===== src/rtl/cpu_result_uart_tx.sv =====
// cpu_result_uart_tx
//   Captures each rising edge of the CPU result-valid strobe into a small FIFO and
//   transmits the queued bytes as 8N1 UART frames, LSB first.
//
// Ports
//   CLK         system clock (shared with the CPU)
//   ASYN_CLR_N  asynchronous active-low reset
//   DOUT        result-valid strobe; one push per 0->1 transition
//   OUT_RESULT  result byte, sampled on the push edge
//   TXD         registered serial output, idle high
//   TX_BUSY     high while a frame (start, data or stop) is in progress
//   FIFO_FULL   FIFO holds FIFO_DEPTH entries
//   FIFO_COUNT  number of queued entries
//   OVERFLOW    sticky flag, set when a push is dropped; only reset clears it
module cpu_result_uart_tx #(
  parameter int unsigned CLKS_PER_BIT = 434,
  parameter int unsigned FIFO_DEPTH   = 8
) (
  input  logic                          CLK,
  input  logic                          ASYN_CLR_N,
  input  logic                          DOUT,
  input  logic [7:0]                    OUT_RESULT,
  output logic                          TXD,
  output logic                          TX_BUSY,
  output logic                          FIFO_FULL,
  output logic [$clog2(FIFO_DEPTH):0]   FIFO_COUNT,
  output logic                          OVERFLOW
);

  localparam int unsigned PtrW = $clog2(FIFO_DEPTH);
  localparam int unsigned CntW = $clog2(CLKS_PER_BIT);
  localparam logic [CntW-1:0] CntMax = CntW'(CLKS_PER_BIT - 1);
  localparam logic [PtrW:0]   Depth  = (PtrW + 1)'(FIFO_DEPTH);

  typedef enum logic [1:0] {StIdle, StStart, StData, StStop} state_e;

  // Capture and FIFO state
  logic            dout_q;
  logic [7:0]      mem_q [FIFO_DEPTH];
  logic [PtrW-1:0] wr_ptr_q, wr_ptr_d;
  logic [PtrW-1:0] rd_ptr_q, rd_ptr_d;
  logic [PtrW:0]   count_q, count_d;
  logic            overflow_q, overflow_d;

  // Transmitter state
  state_e          state_q, state_d;
  logic [CntW-1:0] bit_cnt_q, bit_cnt_d;
  logic [2:0]      bit_idx_q, bit_idx_d;
  logic [7:0]      shift_q, shift_d;
  logic            txd_q, txd_d;

  logic push, push_ok, pop, full, empty, bit_end;

  assign full    = (count_q == Depth);
  assign empty   = (count_q == '0);
  assign push    = DOUT & ~dout_q;
  // A push into a full FIFO is only accepted when a pop frees a slot on the same edge.
  assign push_ok = push & (~full | pop);
  assign bit_end = (bit_cnt_q == CntMax);

  // FIFO next state
  always_comb begin
    wr_ptr_d   = wr_ptr_q;
    rd_ptr_d   = rd_ptr_q;
    count_d    = count_q;
    overflow_d = overflow_q;
    if (push_ok) wr_ptr_d = wr_ptr_q + PtrW'(1);
    if (pop)     rd_ptr_d = rd_ptr_q + PtrW'(1);
    if (push_ok && !pop)      count_d = count_q + (PtrW + 1)'(1);
    else if (!push_ok && pop) count_d = count_q - (PtrW + 1)'(1);
    if (push && !push_ok) overflow_d = 1'b1;
  end

  always_ff @(posedge CLK or negedge ASYN_CLR_N) begin
    if (!ASYN_CLR_N) begin
      dout_q     <= 1'b0;
      wr_ptr_q   <= '0;
      rd_ptr_q   <= '0;
      count_q    <= '0;
      overflow_q <= 1'b0;
    end else begin
      dout_q     <= DOUT;
      wr_ptr_q   <= wr_ptr_d;
      rd_ptr_q   <= rd_ptr_d;
      count_q    <= count_d;
      overflow_q <= overflow_d;
    end
  end

  // Storage needs no reset; the pointers define which entries are valid.
  always_ff @(posedge CLK) begin
    if (push_ok) mem_q[wr_ptr_q] <= OUT_RESULT;
  end

  // FSM state register
  always_ff @(posedge CLK or negedge ASYN_CLR_N) begin
    if (!ASYN_CLR_N) begin
      state_q   <= StIdle;
      bit_cnt_q <= '0;
      bit_idx_q <= '0;
      shift_q   <= '0;
      txd_q     <= 1'b1;
    end else begin
      state_q   <= state_d;
      bit_cnt_q <= bit_cnt_d;
      bit_idx_q <= bit_idx_d;
      shift_q   <= shift_d;
      txd_q     <= txd_d;
    end
  end

  // FSM next state
  always_comb begin
    state_d   = state_q;
    bit_cnt_d = bit_cnt_q;
    bit_idx_d = bit_idx_q;
    shift_d   = shift_q;
    pop       = 1'b0;
    unique case (state_q)
      StIdle: begin
        if (!empty) begin
          pop       = 1'b1;
          shift_d   = mem_q[rd_ptr_q];
          bit_cnt_d = '0;
          state_d   = StStart;
        end
      end
      StStart: begin
        if (bit_end) begin
          bit_cnt_d = '0;
          bit_idx_d = '0;
          state_d   = StData;
        end else begin
          bit_cnt_d = bit_cnt_q + CntW'(1);
        end
      end
      StData: begin
        if (bit_end) begin
          bit_cnt_d = '0;
          if (bit_idx_q == 3'd7) begin
            state_d = StStop;
          end else begin
            shift_d   = shift_q >> 1;
            bit_idx_d = bit_idx_q + 3'd1;
          end
        end else begin
          bit_cnt_d = bit_cnt_q + CntW'(1);
        end
      end
      StStop: begin
        if (bit_end) begin
          bit_cnt_d = '0;
          // Chain straight into the next start bit when more data is queued.
          if (!empty) begin
            pop     = 1'b1;
            shift_d = mem_q[rd_ptr_q];
            state_d = StStart;
          end else begin
            state_d = StIdle;
          end
        end else begin
          bit_cnt_d = bit_cnt_q + CntW'(1);
        end
      end
      default: state_d = StIdle;
    endcase
  end

  // Output: TXD is computed from the next state so the line comes straight off a flop.
  always_comb begin
    txd_d = 1'b1;
    case (state_d)
      StStart: txd_d = 1'b0;
      StData:  txd_d = shift_d[0];
      default: txd_d = 1'b1;
    endcase
  end

  assign TXD        = txd_q;
  assign TX_BUSY    = (state_q != StIdle);
  assign FIFO_FULL  = full;
  assign FIFO_COUNT = count_q;
  assign OVERFLOW   = overflow_q;

endmodule


===== config.mk =====
export PLATFORM = sky130hd
export DESIGN_NAME = cpu_result_uart_tx
export DESIGN_NICKNAME = d
export VERILOG_FILES = /design/src/rtl/cpu_result_uart_tx.sv
export SDC_FILE = /design/constraint.sdc
export NUM_CORES = 1
export LEC_CHECK = 0
export BUFFER_PORTS_ARGS = -buffer_cell sky130_fd_sc_hd__buf_2
export CAP_MARGIN = 15
export CORE_MARGIN = 2
export CORE_UTILIZATION = 61
export DETAILED_ROUTE_END_ITERATION = 8
export PLACE_DENSITY = 0.9
export SLEW_MARGIN = 30
export SYNTH_ARGS = -nofsm -noshare
export SYNTH_HDL_FRONTEND = slang
export SYNTH_SLANG_ARGS = --single-unit

===== constraint.sdc =====
create_clock -name CLK -period 3.15 [get_ports CLK]
set_clock_uncertainty 0.05 [all_clocks]
set_input_delay 0.315 -clock CLK [delete_from_list [all_inputs] [get_ports CLK]]
set_output_delay 0.315 -clock CLK [all_outputs]
set_load 0.02 [all_outputs]

==> qor.txt <==
===============================================================================
CP Data Arrival Time .............................................      3.17 ns
Vias after detailed routing ......................................        2,724
TritonCTS sink count .............................................           99
Post-synthesis cell type with the largest combined area ..........     edfxtp_1
Initial core utilization .........................................       0.6232
Antenna violations before repair .................................            0
Commonest register cell after synthesis ..........................     edfxtp_1
Mean instance size in the synthesized netlist ....................    14.61 µm²
Routed wire length ...............................................      8303 µm
Post-CTS Setup Repair Bufs .......................................            0
CP Data Required Time ............................................      3.36 ns
Area share of the leading cell type in the synthesized netlist ...       0.4298
Core region area .................................................     7176 µm²
Top fanout value on the critical path ............................            4
Number of antenna repair diodes ..................................            0
Worst-case headroom to the max-slew limit ........................       0.4401
Total global routing overflow ....................................            0
Synth unique cells ...............................................           53
Leading cell type in the layout, fill and taps excluded ..........     edfxtp_1
Ports placed on the boundary .....................................           19
Maximum clock frequency ..........................................    338.4 MHz
DRT Pass-1 Iters .................................................            6
Final worst-path cycle share .....................................       0.9381
Final total negative setup slack .................................         0 ns
Final routed DRC violation total .................................            0
Design Area, Final ...............................................     4990 µm²
Ys async rst share ...............................................       0.3535
Result of the run ................................................    completed
Number of DRC markers after the initial detailed-route iteration .          205
Count of final max-slew check failures ...........................            0
Final min period .................................................     2.955 ns
Most frequent cells in the layout ................................ 64 x edfxtp_1, 34 x dfrtp_1, 19 x o21ai_0, 18 x buf_2, 17 x nand2_1
Share of post-route cells with drive strength above 1 ............       0.2312
Count of warnings emitted by yosys ...............................            0
Number of buffers added by the clock tree synthesis step .........            9
Flop and latch count out of synthesis ............................           99
Final Hold Violating Endpoints ...................................            0
Setup repair after global routing missed its margin ..............        false
Power Density .................................................... 573.1 nW/µm²
Post-synthesis instance area .....................................     4472 µm²
Clk Latency, worst-skew pair .....................................      0.37 ns
IR Drop Worst-Case VDD ...........................................  0.0003981 V
Net count reported at finish .....................................          368
Clk slew on worst S/H paths ......................................      0.11 ns
Syn Inst Count ...................................................          306
Setup violations, final ..........................................            0
Per-cell via count in the routed design ..........................        6.121
Fraction of the yosys area taken by sequential cells .............       0.6259
Bufs on Longest Clock Path .......................................            2
Cell Area, Placed ................................................     4745 µm²
Kind of launch point of the worst setup path .....................     register
Worst setup path category ........................................ register to register
Area added between synthesis and finish ..........................       11.58%
Total of buffers placed on input and output ports ................           18
Routed wire length per instance ..................................     18.66 µm
Die span in x ....................................................     89.62 µm
Filler Cells Inserted ............................................          434
Std cell rows ....................................................           31
Biggest area contributors in the synthesized netlist ............. edfxtp_1 43%, dfrtp_1 19%, mux4_2 7.6%
Hold Path Class .................................................. input pin to register
Largest net degree at the start of global routing ................           36
Vertical die dimension ...........................................     89.62 µm
Clock H-tree levels ..............................................            3
Routability cong. ................................................       0.9128
Leakage power of the design ......................................     1.842 nW
Number of global-route vias before repair ........................        2,673
DRT antenna net count ............................................            0
Total Die Area ...................................................     8032 µm²
Overall fraction of global-route tracks in use ...................       0.2260
Max_cap viols ....................................................            0
Capturing element type of the critical path ......................     register
TritonCTS clock tree .............................................        built
Post-synth EDFFs .................................................           64
Clock Root Buffer ................................................     clkbuf_8
Synthesized Nets .................................................          333
HPWL Detailed ....................................................      5471 µm
Transition time at the pin with the least slew margin ............    0.8399 ns
Wire length of the first global-routing pass .....................    13,320 µm
===============================================================================
-- flip-flops by register name (all words and copies together), names as in the netlist --
name and cells:
TXD 1, wr_ptr_q 3, bit_cnt_q 9, FIFO_COUNT 4, rd_ptr_q 3, OVERFLOW 1
mem_q 64, shift_q 8, bit_idx_q 3, state_q 2, dout_q 1
-- cell usage after synthesis (2+ instances only) --
| cell | number |
|---|---|
| mux4_2 | 15 |
| mux2i_1 | 9 |
| o2bb2ai_1 | 6 |
| nor3_1 | 5 |
| nor2b_1 | 3 |
| nor2_1 | 16 |
| ha_1 | 15 |
| nand2_1 | 17 |
| xor2_1 | 3 |
| mux2_2 | 3 |
| dfrtp_1 | 34 |
| nor3b_1 | 2 |
| and2_1 | 2 |
| a21oi_1 | 6 |
| a22o_1 | 8 |
| and3_1 | 2 |
| nand2b_1 | 8 |
| edfxtp_1 | 64 |
| inv_1 | 9 |
| o31ai_1 | 5 |
| or2_2 | 2 |
| buf_2 | 3 |
| a221oi_1 | 2 |
| nand3_1 | 6 |
| clkbuf_1 | 5 |
| o41ai_1 | 2 |
| nor4b_1 | 2 |
| a31oi_1 | 4 |
| o21ai_0 | 20 |
| xnor2_1 | 5 |
-- final cells by class --
type                    count  area (µm²)  area share
repair buffers             34       215.2     0.04313
inverters                   9       33.78    0.006770
clock inverters             7       78.83     0.01580
multi-input cells         188        1615      0.3237
flip-flops and latches     99        2799      0.5609
well taps                  99       123.9     0.02482
clock buffers               9       123.9     0.02482
-- metal layers --
layer / track usage / share of wire
met1: 0.2951 / 0.41
met2: 0.3717 / 0.52
met3: 0.05302 / 0.053
met4: 0.08684 / 0.021
met5: 0 / 0
-- power by group --
part	internal, mW	switching [mW]
clock network	0.326	0.507
registers	1.50	0.103
logic	0.188	0.231
total	2.02	0.842
-- final timing paths --
path,from,endpoint,slack [ns],depth (start not counted)
worst max-delay path,bit_cnt_q[1]$_DFFE_PN0P_,FIFO_COUNT[3]$_DFFE_PN0P_,0.19,13
max in group asynchronous,ASYN_CLR_N,rd_ptr_q[2]$_DFFE_PN0P_,2.05,2
worst min-delay path,OUT_RESULT[6],mem_q[2][6]$_DFFE_PP_,0.15,1
worst max register to register,bit_cnt_q[1]$_DFFE_PN0P_,FIFO_COUNT[3]$_DFFE_PN0P_,0.19,13
min in group asynchronous,ASYN_CLR_N,bit_cnt_q[5]$_DFFE_PN0P_,0.50,2
worst min register to register,OVERFLOW$_DFFE_PN0P_,OVERFLOW$_DFFE_PN0P_,0.43,1
-- critical path, cell delays in order, from the launching register on --
cell and delay (ns):
dfrtp_1 0.42, inv_1 0.08, ha_1 0.17, or4b_4 0.51, nor4_4 0.18, o21a_2 0.20, ha_2 0.19, inv_1 0.08
ha_1 0.27, a21o_1 0.19, a21oi_2 0.15, xnor2_1 0.15, nor2_1 0.09, xor2_1 0.14
-- per-stage QoR --
step	instances	hold WS, ns	util	setup slack, ns	power [mW]
2_1_floorplan	306	-0.03059	-	0.1886	1.869
3_3_place_gp	427	0.3807	0.6612	0.2376	2.005
3_5_place_dp	427	0.3875	0.6612	0.1102	2.041
4_1_cts	444	0.0008040	0.6908	0.04115	2.857
5_1_grt	445	0.1511	0.6954	0.006921	2.978
6_report	445	0.1530	0.6954	0.1949	2.860
-- cell families (layout without fill, tap and decap cells) --
kind of cell / after synthesis / count (layout) / share of synthesized area
compound gates: 62 / 62 / 0.09514
xor+xnor: 8 / 8 / 0.01567
fa+ha+maj: 16 / 16 / 0.04645
buf+inv: 19 / 59 / 0.01931
flops: 99 / 99 / 0.6259
mux: 27 / 27 / 0.1032
simple gates: 75 / 75 / 0.09429
-- what timing repair did --
| action | 4_1_cts | 5_1_grt |
|---|---|---|
| setup endpoints to repair | 0 | 1 |
| gates resized for setup | 0 | 5 |
| hold endpoints to repair | 28 | 1 |
| hold buffers | 1 | 1 |
Note: power is estimated with default switching activity, not from simulation.
